**config.mk**
```make
export PLATFORM = sky130hd
export DESIGN_NAME = req_encoder
export DESIGN_NICKNAME = d
export VERILOG_FILES = /design/src/rtl/req_encoder.sv
export SDC_FILE = /design/constraint.sdc
export NUM_CORES = 1
export LEC_CHECK = 0
export ABC_AREA = 1
export CAP_MARGIN = 40
export CORE_MARGIN = 2
export CORE_UTILIZATION = 42
export CTS_CLUSTER_SIZE = 30
export DETAILED_ROUTE_END_ITERATION = 12
export HOLD_SLACK_MARGIN = 0.08
export PLACE_DENSITY = 0.88
export SLEW_MARGIN = 30
export SYNTH_ARGS = -nofsm -noshare
export SYNTH_HDL_FRONTEND = slang
export SYNTH_SLANG_ARGS = --single-unit
```
**constraint.sdc**
```tcl
create_clock -name clk -period 3.4 [get_ports clk]
set_clock_uncertainty 0.1 [all_clocks]
set_input_delay 0.68 -clock clk [delete_from_list [all_inputs] [get_ports clk]]
set_output_delay 0.68 -clock clk [all_outputs]
set_load 0.05 [all_outputs]
```
**src/rtl/req_encoder.sv**
```systemverilog
// req_encoder: registered N-to-W request encoder with valid/ready handshake (in: clk rst_n en clear req[N] ready; out: code[W] valid pending[N])
module req_encoder #(
  parameter int N = 8,
  parameter int W = 3,
  parameter bit ROUND_ROBIN = 1'b0
) (
  input  logic         clk,
  input  logic         rst_n,
  input  logic         en,
  input  logic         clear,
  input  logic [N-1:0] req,
  input  logic         ready,
  output logic [W-1:0] code,
  output logic         valid,
  output logic [N-1:0] pending
);
  logic [N-1:0] pending_q, pending_d, served, cand;
  logic [W-1:0] code_q, code_d, ptr_q, ptr_d, base, sel, idx;
  logic         valid_q, valid_d, accept, free, found;
  always_comb begin
    accept = valid_q && ready;
    served = accept ? N'(1) << code_q : '0;
    cand = pending_q & ~served;
    base = accept ? code_q : ptr_q;
    free = !valid_q || ready;
    sel = '0;
    found = 1'b0;
    idx = '0;
    for (int k = N - 1; k >= 0; k--) begin
      idx = ROUND_ROBIN ? W'(base + W'(1) + W'(k)) : W'(k);
      if (cand[idx]) begin
        sel = idx;
        found = 1'b1;
      end
    end
    pending_d = clear ? '0 : cand | (en ? req : '0);
    valid_d = clear ? 1'b0 : free ? found : valid_q;
    code_d = (!clear && free && found) ? sel : code_q;
    ptr_d = clear ? W'(N - 1) : base;
  end
  always_ff @(posedge clk or negedge rst_n) begin
    if (!rst_n) begin
      pending_q <= '0;
      valid_q <= 1'b0;
      code_q <= '0;
      ptr_q <= W'(N - 1);
    end else begin
      pending_q <= pending_d;
      valid_q <= valid_d;
      code_q <= code_d;
      ptr_q <= ptr_d;
    end
  end
  assign code = code_q;
  assign valid = valid_q;
  assign pending = pending_q;
endmodule

```
==> reports/metrics.cfg <==
[timing]
setup_tns_ns = 0
timing.final.crit_period_ns = 2.34
worstMarginPinSlew_ns = 0.521
hold_viol_final = 0
relSlewSlack_pct = 65.1
fmax_ghz = 0.428
setup_viol = 0
drv_slew = 0
rsz0062_at_grt = no
finalCritPeriodShare_pct = 68.7

[routing]
ant_nets = 0
vias = 648
drt_pass1_iterations = 4
drt_first_iter_violations = 14
drt-total-wl_um = 1630
wl_per_cell_um = 12.5
drc = 0
vias_per_cell = 4.98

[power]
powerDensity_mw_per_mm2 = 499
p_leak_nw = 0.444
vdd_ir_drop_max_v = 0.000253

[setup_path]
critPathTopFamily = buffers and inverters
end_kind = primary output
cp.required_ns = 2.62
r2r_start = code[0]
startpoint_type = flip-flop
r2r_end = code[0]
crit_path_max_fanout = 6
critical_path_arrival_ns = 1.56
r2r_setup_slack_ns = 1.83
cp.buffers_inverters = 1
max_stage_delay_ns = 0.84
path_class = flip-flop to primary output
slowest_stage = clkdlybuf4s50_1
cp_cell_sequence = clkdlybuf4s50_1
reg2reg_depth = 11

[clock_tree]
cts_root_buf = clkbuf_4
cts_tree = done
cts_setup_buffers = 0
cts_buffer_depth = 2
cts_inserted_buffers = 3
cts_resized = 0
clk_pin_slew_ns = 0.07
clock_latency_ns = 0.27
cts_sinks = 12
holdBufCountCts = 0
htreeDepth = 1

[synthesis]
synth_area_um2 = 661
seq_area_frac_synth_pct = 45.5
synth_edf_count = 0
yosys_warnings = 0
synth_common_cells = nand2_1, dfrtp_1, a21oi_1
yosysMostFrequentCell = nand2_1
synth_largest_area_cell = dfrtp_1
syn-num-nets = 102
syn_area_per_cell_um2 = 7.42
synthArstFlopShare_pct = 100
synth_cells = 89
ys_ff_latch = 12
netlist_top_cells_area = dfrtp_1, nand2_1, a21oi_1
ys.flop_type = dfrtp_1
synthDistinctLibCells = 17
synth_top_area_share_pct = 45.5

[hold_path]
holdPathStages = 2
holdPathEnd = pending[2]
hold_path_startpoint = pending[2]
min_path_type = flip-flop to flip-flop

[global_route]
antenna_found_initial = 0
grt_pass1_wl_um = 2700
track_usage_pct = 19.7
grt_max_degree = 13
grt_pass1_vias = 616
gr-total-overflow = 0

[finish]
insertedDiodeCount = 0
nFillCells = 125
fin_area_um2 = 936
drive_above_1_share_pct = 15.8
nets = 129
synthToLayoutAreaGrowth_pct = 41.7

[floorplanning]
ios = 25
die_h_um = 43.7
initial_core_util_pct = 44.4
core-area_mm2 = 0.00149
row_count = 14
dieWidth_um = 43.7
fp.dieArea_mm2 = 0.00191

[run_status]
status = finished, final reports clean

[placed_design]
placed_cell_area_um2 = 913
routabilityCongestion = 0.784
dp_hpwl_um = 1240
io_buffers = 24

[run]
cap_viol_max_count = 0

## state kept, by name, indices dropped and copies added (netlist names)
signal / cells
valid: 1
pending: 8
code: 3
## power breakdown
| group | internal [mW] | switching, mW | leakage [nW] | total (mW) |
|---|---|---|---|---|
| Combinational | 0.0693 | 0.130 | 0.276 | 0.199 |
| Sequential | 0.161 | 0.0243 | 0.154 | 0.185 |
| Clock | 0.0409 | 0.0419 | 0.0138 | 0.0828 |
## how the worst max path moves through the flow
stage	slack, ns	end	from	cells past startpoint
after floorplan	1.65	code[0]	valid	11
after global placement	1.15	code[0]	ready	12
after detailed placement	1.10	code[0]	ready	12
after CTS	1.05	code[0]	code[0]	1
after global routing	0.98	code[0]	code[0]	1
final	1.06	code[0]	code[0]	1
## placed cells by master, fill, tap and decap left out
cell / count
a21oi_1: 10
a22oi_1: 1
clkbuf_4: 3
clkdlybuf4s50_1: 24
dfrtp_1: 12
inv_1: 7
inv_2: 1
nand2_1: 33
nand2_2: 7
nand2_4: 1
nand3_1: 1
nor2_1: 5
nor2_2: 4
nor2_4: 1
o21ai_0: 1
o21ai_1: 1
o21ai_2: 1
o21bai_1: 1
## per-stage QoR
step	hold WS, ns	setup slack (ns)	util, %	std cells	power (mW)
6_report	0.487	1.06	62.9	130	0.467
5_1_grt	0.530	0.985	62.9	130	0.500
4_1_cts	0.489	1.05	62.9	130	0.470
3_5_place_dp	0.480	1.10	61.3	127	0.384
3_3_place_gp	0.474	1.15	61.3	127	0.379
2_1_floorplan	0.284	1.65	-	89	0.314
## cells by family after synthesis
family / after synthesis / share of synthesized area (%)
simple gates: 52 / 36.2
flops: 12 / 45.5
buf+inv: 10 / 5.68
compound gates: 15 / 12.7
## final cells by class
cell class / count / area, um^2 / area share, %
inverter: 8 / 30.0 / 3.21
tap: 16 / 20.0 / 2.14
clock buffer: 3 / 22.5 / 2.41
multi-input combinational: 67 / 323 / 34.5
sequential: 12 / 300 / 32.1
timing repair buffer: 24 / 240 / 25.7
## per-layer routing
metal	vias up	global-route usage, %	routed length [um]
met2	23	30.6	791
li1	330	-	-
met4	0	12.1	12
met3	2	7.92	94
met5	-	0	0
met1	293	22.6	725
Power figures use the tool's default switching activity.
